$ cat config.mk
export PLATFORM = sky130hd
export DESIGN_NAME = ifetch_ctrl
export DESIGN_NICKNAME = d
export VERILOG_FILES = /design/src/rtl/ifetch_pkg.sv /design/src/rtl/ifetch_fifo.sv /design/src/rtl/ifetch_ctrl.sv
export SDC_FILE = /design/constraint.sdc
export NUM_CORES = 1
export LEC_CHECK = 0
export BUFFER_PORTS_ARGS = -buffer_cell sky130_fd_sc_hd__buf_4
export CORE_UTILIZATION = 58
export DETAILED_ROUTE_END_ITERATION = 10
export PLACE_DENSITY_LB_ADDON = 0.1
export SLEW_MARGIN = 20
export SYNTH_ARGS = -nofsm -noshare
export SYNTH_HDL_FRONTEND = slang
export SYNTH_SLANG_ARGS = --single-unit
$ cat constraint.sdc
create_clock -name CLK -period 5.85 [get_ports CLK]
set_input_delay 1.4625 -clock CLK [delete_from_list [all_inputs] [get_ports CLK]]
set_output_delay 1.4625 -clock CLK [all_outputs]
set_load 0.02 [all_outputs]
$ cat src/rtl/ifetch_pkg.sv
// ifetch_pkg: shared types and constants for the instruction-fetch front end.
//   ifetch_state_e : fetch controller FSM state (REQ, WAIT, DROP)
//   fetch_entry_t  : one buffered fetch result {pc, instr}
//   RESET_VECTOR   : first fetch address after reset, shared with the PC register
package ifetch_pkg;

    localparam int          FETCH_W      = 32;
    localparam logic [31:0] RESET_VECTOR = 32'h8000_0000;

    typedef enum logic [1:0] {
        REQ  = 2'd0,   // free to issue a request
        WAIT = 2'd1,   // one request outstanding
        DROP = 2'd2    // outstanding response belongs to a flushed path
    } ifetch_state_e;

    typedef struct packed {
        logic [FETCH_W-1:0] pc;
        logic [FETCH_W-1:0] instr;
    } fetch_entry_t;

endpackage

$ cat src/rtl/ifetch_fifo.sv
// ifetch_fifo: synchronous FIFO of fetch_entry_t with registered head outputs.
// Ports:
//   clk, rst_n      clock, asynchronous active-low reset
//   flush           clears count and pointers at the next edge (push/pop ignored)
//   push/push_entry write one entry
//   pop             consume the head
//   count           current occupancy (0..DEPTH)
//   head_valid      registered: buffer not empty
//   head_entry      registered copy of the head entry (zero when empty)
module ifetch_fifo
    import ifetch_pkg::*;
#(
    parameter int DEPTH = 4
) (
    input  logic                         clk,
    input  logic                         rst_n,
    input  logic                         flush,
    input  logic                         push,
    input  fetch_entry_t                 push_entry,
    input  logic                         pop,
    output logic [$clog2(DEPTH):0]       count,
    output logic                         head_valid,
    output fetch_entry_t                 head_entry
);

    localparam int                PTR_W  = $clog2(DEPTH);
    localparam int                CNT_W  = PTR_W + 1;
    localparam logic [CNT_W-1:0]  FULL_C = CNT_W'(DEPTH);

    fetch_entry_t       mem_r [DEPTH];
    logic [PTR_W-1:0]   rd_ptr_r;
    logic [PTR_W-1:0]   wr_ptr_r;
    logic [CNT_W-1:0]   count_r;
    logic               head_valid_r;
    fetch_entry_t       head_entry_r;

    logic               push_en_s;
    logic               pop_en_s;
    logic [PTR_W-1:0]   rd_ptr_next_s;
    logic [PTR_W-1:0]   wr_ptr_next_s;
    logic [CNT_W-1:0]   count_next_s;
    logic               head_valid_next_s;
    fetch_entry_t       head_next_s;

    // Qualify push/pop and precompute the post-edge pointers, count and head.
    always_comb begin
        pop_en_s  = pop & !flush & (count_r != '0);
        push_en_s = push & !flush & ((count_r != FULL_C) | pop_en_s);
        if (flush) begin
            rd_ptr_next_s = '0;
            wr_ptr_next_s = '0;
            count_next_s  = '0;
        end else begin
            rd_ptr_next_s = rd_ptr_r + PTR_W'(pop_en_s);
            wr_ptr_next_s = wr_ptr_r + PTR_W'(push_en_s);
            count_next_s  = count_r + CNT_W'(push_en_s) - CNT_W'(pop_en_s);
        end
        head_valid_next_s = (count_next_s != '0);
        // The entry being written this edge becomes the head when it lands
        // exactly at the next read position (buffer otherwise empty).
        if (!head_valid_next_s) begin
            head_next_s = '0;
        end else if (push_en_s && (wr_ptr_r == rd_ptr_next_s)) begin
            head_next_s = push_entry;
        end else begin
            head_next_s = mem_r[rd_ptr_next_s];
        end
    end

    // Pointer, count and registered head state.
    always_ff @(posedge clk or negedge rst_n) begin
        if (!rst_n) begin
            rd_ptr_r     <= '0;
            wr_ptr_r     <= '0;
            count_r      <= '0;
            head_valid_r <= 1'b0;
            head_entry_r <= '0;
        end else begin
            rd_ptr_r     <= rd_ptr_next_s;
            wr_ptr_r     <= wr_ptr_next_s;
            count_r      <= count_next_s;
            head_valid_r <= head_valid_next_s;
            head_entry_r <= head_next_s;
        end
    end

    // Entry storage; contents are don't-care until written.
    always_ff @(posedge clk) begin
        if (push_en_s) begin
            mem_r[wr_ptr_r] <= push_entry;
        end
    end

    assign count      = count_r;
    assign head_valid = head_valid_r;
    assign head_entry = head_entry_r;

endmodule

$ cat src/rtl/ifetch_ctrl.sv
// ifetch_ctrl: fetch controller. Issues one instruction-memory request at a
// time for the current PC, buffers returned instructions with their PC and
// holds the PC register (StallF) until a request is accepted.
// Ports:
//   CLK, reset                     clock, asynchronous active-low reset
//   PC, FlushF, StallF             PC register interface / redirect
//   imem_req_valid/addr/ready      request handshake (addr = PC)
//   imem_rsp_valid/data            response, always accepted
//   instr_valid/data/pc/ready      buffer head towards decode
// Build option: define IFETCH_BYPASS_EN to forward a response straight to
// decode when the buffer is empty (latency one cycle shorter).
// XLEN must match ifetch_pkg::FETCH_W.
module ifetch_ctrl
    import ifetch_pkg::*;
#(
    parameter int DEPTH = 4,
    parameter int XLEN  = 32
) (
    input  logic            CLK,
    input  logic            reset,
    input  logic [XLEN-1:0] PC,
    input  logic            FlushF,
    output logic            StallF,
    output logic            imem_req_valid,
    output logic [XLEN-1:0] imem_req_addr,
    input  logic            imem_req_ready,
    input  logic            imem_rsp_valid,
    input  logic [XLEN-1:0] imem_rsp_data,
    output logic            instr_valid,
    output logic [XLEN-1:0] instr_data,
    output logic [XLEN-1:0] instr_pc,
    input  logic            instr_ready
);

    localparam int               CNT_W   = $clog2(DEPTH) + 1;
    localparam logic [CNT_W-1:0] DEPTH_C = CNT_W'(DEPTH);

    ifetch_state_e      state_r;
    logic [XLEN-1:0]    pend_pc_r;
    logic [CNT_W-1:0]   count_s;
    logic               req_fire_s;
    logic               push_s;
    logic               fifo_push_s;
    logic               fifo_pop_s;
    logic               head_valid_s;
    fetch_entry_t       rsp_entry_s;
    fetch_entry_t       head_entry_s;

    // Request/stall decode. Issuing only while count < DEPTH reserves a slot
    // for the single outstanding response, so a push never finds it full.
    always_comb begin
        imem_req_valid = (state_r == REQ) & !FlushF & (count_s < DEPTH_C);
        imem_req_addr  = PC;
        req_fire_s     = imem_req_valid & imem_req_ready;
        StallF         = !FlushF & !req_fire_s;
        push_s         = (state_r == WAIT) & imem_rsp_valid & !FlushF;
        rsp_entry_s.pc    = pend_pc_r;
        rsp_entry_s.instr = imem_rsp_data;
    end

`ifdef IFETCH_BYPASS_EN
    // Empty buffer: present the response to decode in the same cycle; it is
    // only written into the FIFO if decode does not take it right away.
    always_comb begin
        if (push_s && (count_s == '0)) begin
            instr_valid = 1'b1;
            instr_data  = imem_rsp_data;
            instr_pc    = pend_pc_r;
            fifo_push_s = !instr_ready;
        end else begin
            instr_valid = head_valid_s;
            instr_data  = head_entry_s.instr;
            instr_pc    = head_entry_s.pc;
            fifo_push_s = push_s;
        end
        fifo_pop_s = head_valid_s & instr_ready;
    end
`else
    // Decode sees only the registered FIFO head.
    always_comb begin
        instr_valid = head_valid_s;
        instr_data  = head_entry_s.instr;
        instr_pc    = head_entry_s.pc;
        fifo_push_s = push_s;
        fifo_pop_s  = head_valid_s & instr_ready;
    end
`endif

    // Fetch FSM; a response that coincides with a flush in WAIT is dropped
    // (push_s is gated) and the FSM goes straight back to REQ.
    always_ff @(posedge CLK or negedge reset) begin
        if (!reset) begin
            state_r   <= REQ;
            pend_pc_r <= '0;
        end else begin
            case (state_r)
                REQ: begin
                    if (req_fire_s) begin
                        state_r   <= WAIT;
                        pend_pc_r <= PC;
                    end
                end
                WAIT: begin
                    if (imem_rsp_valid) begin
                        state_r <= REQ;
                    end else if (FlushF) begin
                        state_r <= DROP;
                    end
                end
                DROP: begin
                    if (imem_rsp_valid) begin
                        state_r <= REQ;
                    end
                end
                default: state_r <= REQ;
            endcase
        end
    end

    ifetch_fifo #(
        .DEPTH (DEPTH)
    ) u_fifo (
        .clk        (CLK),
        .rst_n      (reset),
        .flush      (FlushF),
        .push       (fifo_push_s),
        .push_entry (rsp_entry_s),
        .pop        (fifo_pop_s),
        .count      (count_s),
        .head_valid (head_valid_s),
        .head_entry (head_entry_s)
    );

endmodule
==> qor.yml, run 1 <==
status: "finished, final reports clean"
hold_class: "reg2reg"
p_total_mw: 5.51
first_global_vias: 7898
gp_congestion: 0.744
p_seq_frac: 0.544
grt_pass1_wl_mm: 43.0
finalHoldViolCount: 0
ant_nets: 0
num_vias: 7664
drive_gt1_frac: 0.366
syn-instance-count: 853
leakage_nw: 6.37
syn_to_final_growth_pct: 17.1
p_sw_frac: 0.213
cts_tree: "done"
cts_buffer_depth: 3
yosysSeqAreaShare: 0.732
viasPerCell: 5.74
slew_viol_final: 0
cts_hold_buf: 0
ir_worst_vdd_mv: 0.238
synth_flop_cell: "edfxtp_1"
synth_edf_count: 256
drtIter0Drc: 549
synth.distinct_cells: 42
tightest_slew_ns: 1.05
setup_total_negative_slack_ns: 0
die_w_um: 158
start_util: 0.597
max_freq_mhz: 237
switching_power_mw: 1.18
grt_max_degree: 65
fin_skew_ns: 0.0120
internal_power_mw: 4.34
syn-cell-area_sq_um: 14100
dp_cells: 1271
path_clk_slew_ns: 0.06
slew_headroom: 0.300
die_h_um: 158
synth-warning-count: 0
postSynthAreaPerCell_sq_um: 16.6
end_kind: "register"
post_cts_buffers: 0
cts_resized: 0
synthArstFlopShare: 0.293
io_buffers: 168
gr-total-overflow: 0
track_usage: 0.231
cts_root_buf: "clkbuf_16"
clkPwrFrac: 0.397
p_comb_frac: 0.059
ioPinCount: 169
core_area_sq_um: 23700
finalCritPeriodShare: 0.721
synth_nets: 926
finalSetupViolCount: 0
crit_arrival_ns: 4.62
htreeDepth: 2
nNetsFinal: 1064
firstDrtPassIters: 5
cts_made_buffers: 37
insertion_delay_ns: 0.51
worstSetupPathType: "in2reg"
power.density_nw_per_um2: 333
hpwl_mm: 14.9
antenna_found_initial: 0
stdcell_count: 1336
wl_per_cell_um: 20.9
ys_seq_elements: 362
path_max_fanout: 35
layout_min_cycle_time_ns: 4.22
clkSinkCount: 362
required_ns: 6.25
die_area_sq_um: 25000
drc_errors: 0
cap_viol_max_count: 0
antenna_cells: 0
rsz0062_at_grt: "false"
startpoint_type: "primary input"
std_cell_rows: 56
totalWireLength_mm: 28.0
## layout make-up
cell class	count	area [sq um]
inverter	69	259
clock inverter	6	62.6
sequential	362	10300
fill	1652	7140
clock buffer	59	1060
timing repair buffer	178	1350
multi-input combinational	343	3070
tap	319	399
## cells in the mapped netlist, types with 2 or more instances
cell type	instances	area, sq um
o21ai_0	2	10.0
and2_1	2	12.5
a211oi_1	3	22.5
nor2b_1	3	18.8
mux2i_1	2	20.0
o22ai_1	63	394
o32ai_1	24	210
o32ai_2	40	651
xor2_1	3	26.3
nand2b_1	3	18.8
buf_4	32	240
mux2_2	96	1080
nand2_1	4	15.0
clkbuf_1	16	60.1
ha_1	2	25.0
buf_2	22	110
xnor2_1	5	43.8
edfxtp_1	256	7690
dfrtp_1	106	2650
nor3_1	2	10.0
inv_1	69	259
nor2_1	69	259
a21oi_1	3	15.0
buf_6	8	90.1
## worst max-delay path, stage by stage
cell,delay [ns]
buf_4,0.18
nand4bb_4,0.25
a21oi_1,0.19
ha_1,0.19
inv_1,0.06
fa_1,0.40
xor2_1,0.16
xnor2_1,0.18
a31oi_4,0.32
nand3_4,0.50
buf_4,0.50
o32ai_2,0.20
## metal layers
layer	global-route usage	vias up	wire (um)
li1	-	3460	-
met1	0.308	3941	11800
met2	0.393	221	14200
met3	0.0339	42	1410
met4	0.0691	0	518
met5	0	-	0
## sequential cells by signal (all words and copies together) (netlist names)
| register | cells |
|---|---|
| u_fifo.count | 3 |
| u_fifo.rd_ptr_r | 2 |
| u_fifo.wr_ptr_r | 2 |
| state_r | 2 |
| pend_pc_r | 32 |
| u_fifo.head_entry | 64 |
| u_fifo.mem_r | 256 |
| u_fifo.head_valid | 1 |
## kinds of logic (layout without fill, tap and decap cells)
logic type / after synthesis / in the layout / synth area share
flops: 362 / 362 / 0.732
simple gates: 90 / 90 / 0.0286
buf+inv: 148 / 312 / 0.0540
xor+xnor: 8 / 8 / 0.00496
mux: 98 / 98 / 0.0779
compound gates: 144 / 144 / 0.0996
fa+ha+maj: 3 / 3 / 0.00319
## power groups by stage
stage | combinational, mW | sequential [mW] | clock (mW)
after global routing | 0.352 | 3.01 | 2.33
final | 0.325 | 3.00 | 2.19
after floorplan | 0.186 | 3.03 | 0
after CTS | 0.330 | 3.00 | 2.23
after detailed placement | 0.328 | 3.05 | 0
after global placement | 0.319 | 3.04 | 0
## metrics by stage
stage	setup slack, ns	hold WS [ns]	util	cell area [sq um]
2_1_floorplan	0.322	0.491	-	14100
3_3_place_gp	1.15	0.515	0.651	15400
3_5_place_dp	1.08	0.533	0.651	15400
4_1_cts	1.60	0.539	0.699	16500
5_1_grt	1.44	0.555	0.699	16500
6_report	1.63	0.542	0.699	16500
## layout by cell type, fill, tap and decap left out, drive strengths merged, types with 2 or more instances in the layout
cell type  instances
mux2              96
buf              178
xnor2              5
inv               69
o21ai              3
and2               2
dfrtp            106
nand3              2
nor3               2
edfxtp           256
o22ai             63
o32ai             64
a211oi             3
ha                 2
clkinv             5
a31oi              2
mux2i              2
nand2              4
nand2b             3
clkbuf            59
a21oi              3
nor2b              3
xor2               3
nor2              69
## path summary, 6_finish.rpt
path | cells past startpoint | startpoint | slack (ns) | endpoint
min in group asynchronous | 1 | reset | 1.02 | u_fifo.head_entry[10]
hold / removal | 0 | pend_pc_r[19] | 0.54 | u_fifo.mem_r[2][51]
setup / recovery | 12 | FlushF | 1.63 | u_fifo.head_entry[18]
setup reg to reg | 12 | u_fifo.count[2] | 2.18 | u_fifo.head_entry[18]
max in group asynchronous | 2 | reset | 3.51 | u_fifo.rd_ptr_r[1]
hold reg to reg | 0 | pend_pc_r[19] | 0.54 | u_fifo.mem_r[2][51]
No activity file was read; power rests on OpenSTA's default activity.
==> run 2: changes to the inputs <==
- ABC_AREA: unset -> 1
- CORE_UTILIZATION: 58 -> 59
- clock period: 5.85 -> 4.3 ns (I/O delays scaled with it)
==> run 2 against run 1 <==
Sequential share of layout area down 7.6 points. Critical path type unchanged. Register-to-register slack worse by 0.89 ns. Combinational power up 74%. Largest power group unchanged. Worst setup slack worse by 0.52 ns. Power up 43%. First-iteration DRC count up 71%. Largest cell class unchanged. Highest routed layer unchanged. Cell area up 14%.
==> qor.yml, run 2 <==
worst_path_max_delay_cell: "or3_4"
finalHoldViolCount: 0  # unchanged
finalSetupViolCount: 0  # unchanged
rsz0062_at_grt: "false"
die_area_sq_um: 28300  # +13%
gp_congestion: 0.786  # +5.8%
nNetsFinal: 1831  # +72%
final_common_cell: "inv_1"
die_w_um: 168  # +6.4%
p_total_mw: 7.87  # +43%
tightest_slew_ns: 0.925  # -0.125 ns
path_clk_slew_ns: 0.06  # about the same
drtIter0Drc: 940  # +71%
yosysSeqAreaShare: 0.635  # -0.0968
clkSinkCount: 362  # unchanged
crit_arrival_ns: 3.58  # -1.04 ns
die_h_um: 168  # +6.4%
firstDrtPassIters: 7  # +2
slew_viol_final: 0  # unchanged
syn_to_final_growth_pct: 15.7
crit_buf_inv: 4  # +1
startpoint_type: "primary input"
final_cell_mix: "inv_1, nand2_1, edfxtp_1"
required_ns: 4.70  # -1.55 ns
power.density_nw_per_um2: 418  # +25%
core_area_sq_um: 27000  # +14%
totalWireLength_mm: 36.1  # +29%
cts_buffer_depth: 3  # unchanged
synth_edf_count: 256  # unchanged
num_vias: 11400  # +49%
viasPerCell: 5.37  # -6.3%
drc_errors: 0  # unchanged
grt_max_degree: 130  # +100%
synthArstFlopShare: 0.293  # unchanged
track_usage: 0.263  # +0.0327
setup_total_negative_slack_ns: 0  # unchanged
cts_resized: 0  # unchanged
synth_flop_cell: "edfxtp_1"
grt.busiest_layer: "met2"
hold_class: "reg2reg"
fin_skew_ns: 0.0163  # +0.00435 ns
synth_nets: 1731  # +87%
met2_usage: 0.465  # +0.0716
largest_reg_flops: 256  # unchanged
gr-total-overflow: 0  # unchanged
synth.distinct_cells: 32  # -24%
ioPinCount: 169  # unchanged
path_delay_family: "simple AND/OR/NAND/NOR gates"
cap_viol_max_count: 0  # unchanged
leakage_nw: 8.80  # +38%
synth.area.top_cells: "edfxtp_1, dfrtp_1, inv_1"
crit_chain: "buf_4, nand2_1, nor2_8, nand2_4, a21oi_4, ha_1, inv_1, fa_1, inv_1, nand2_1, nand2_1, nor2_1, or3_4, buf_4, nand2_1, nor2_1"
io_buffers: 168  # unchanged
worstSetupPathType: "in2reg"
end_kind: "register"
std_cell_rows: 60  # +7.1%
drive_gt1_frac: 0.157  # -0.209
synth-warning-count: 0  # unchanged
synth_top_cell_area_share: 0.472  # -0.0720
cts_made_buffers: 38  # +2.7%
ir_worst_vdd_mv: 0.425  # +78%
final_core_util: 0.697  # -0.00156
synth.top_cells.by_count: "inv_1, nand2_1, edfxtp_1"
synth_area_leader_cell: "edfxtp_1"
max_freq_mhz: 314
wl_per_cell_um: 16.9  # -19%
status: "finished, final reports clean"
max_stage_delay_ns: 0.53  # +0.03 ns
cts_tree: "done"
syn-instance-count: 1658  # +94%
path_max_fanout: 24  # -31%
layout_min_cycle_time_ns: 3.19
antenna_found_initial: 1  # +1
ant_nets: 0  # unchanged
postSynthAreaPerCell_sq_um: 9.82  # -41%
finalCritPeriodShare: 0.741
hpwl_mm: 19.2  # +29%
post_cts_buffers: 0  # unchanged
yosysMostFrequentCell: "inv_1"
cts_hold_buf: 0  # unchanged
insertion_delay_ns: 0.53  # +0.02 ns
start_util: 0.603  # +0.00591
grtUsageMet1: 0.332  # +0.0244
grt_pass1_wl_mm: 58.2  # +35%
largest_register: "u_fifo.mem_r"
ys_seq_elements: 362  # unchanged
slew_headroom: 0.383  # +0.0835
grtUsageMet3: 0.0374  # +0.00343
cpMostUsedCell: "nand2_1"
cts_root_buf: "clkbuf_16"
htreeDepth: 2  # unchanged
first_global_vias: 11400  # +44%
syn-cell-area_sq_um: 16300  # +15%
-- run 2: changes by cell type after synthesis, sizes merged, moves of 96 or more --
cell / previous run / this run
nand4: 1 / 132
mux2: 96 / 0
nor2: 69 / 170
nand3: 2 / 197
inv: 69 / 340
nand2: 4 / 272
-- run 2: layout make-up --
type	count	area, sq um
flip-flops and latches	362	10300
fillers	2043	8190
multi-input cells	821	3960
repair buffers	195	1580
inverters	340	1280
clock buffers	55	1150
well taps	341	427
clock inverters	15	103
diodes	1	2.50
-- run 2: path summary, 6_finish.rpt --
check / to / slack [ns] / from / depth (start not counted)
hold reg to reg: u_fifo.mem_r[2][54] / 0.51 / pend_pc_r[22] / 0
setup / recovery: u_fifo.head_entry[18] / 1.11 / instr_ready / 16
max in group asynchronous: u_fifo.head_entry[45] / 2.91 / reset / 2
setup reg to reg: u_fifo.head_entry[18] / 1.29 / state_r[1] / 15
min in group asynchronous: u_fifo.head_entry[9] / 0.58 / reset / 1
hold / removal: u_fifo.mem_r[2][54] / 0.51 / pend_pc_r[22] / 0
-- run 2: cell families (layout without fill, tap and decap cells) --
kind of cell,count (synthesis),in the layout,share of synthesized area
AND/OR/NAND/NOR,780,780,0.223
buffers and inverters,475,605,0.126
AO/OA/AOI/OAI,36,36,0.0121
XOR/XNOR,2,2,0.00108
other,0,1,0
flip-flops,362,362,0.635
adder cells (fa/ha/maj),3,3,0.00277
-- run 2: through the flow --
stage               cells  instance area (sq um)  hold WS (ns)  setup WS [ns]
CTS                  2129                  18800         0.512           1.14
floorplan            1658                  16300         0.476         -0.411
global route         2130                  18800         0.520           1.00
detailed placement   2059                  17600         0.497          0.618
finish               2130                  18800         0.513           1.11
global placement     2059                  17600         0.487          0.712
-- run 2: metal layers --
layer	vias up	wire, um
li1	5537	-
met1	5496	15100
met2	371	18400
met3	42	2030
met4	0	548
met5	-	0
-- run 2: power breakdown --
group / switching, mW / internal, mW
registers: 0.121 / 3.96
clock network: 1.30 / 1.92
logic: 0.364 / 0.202
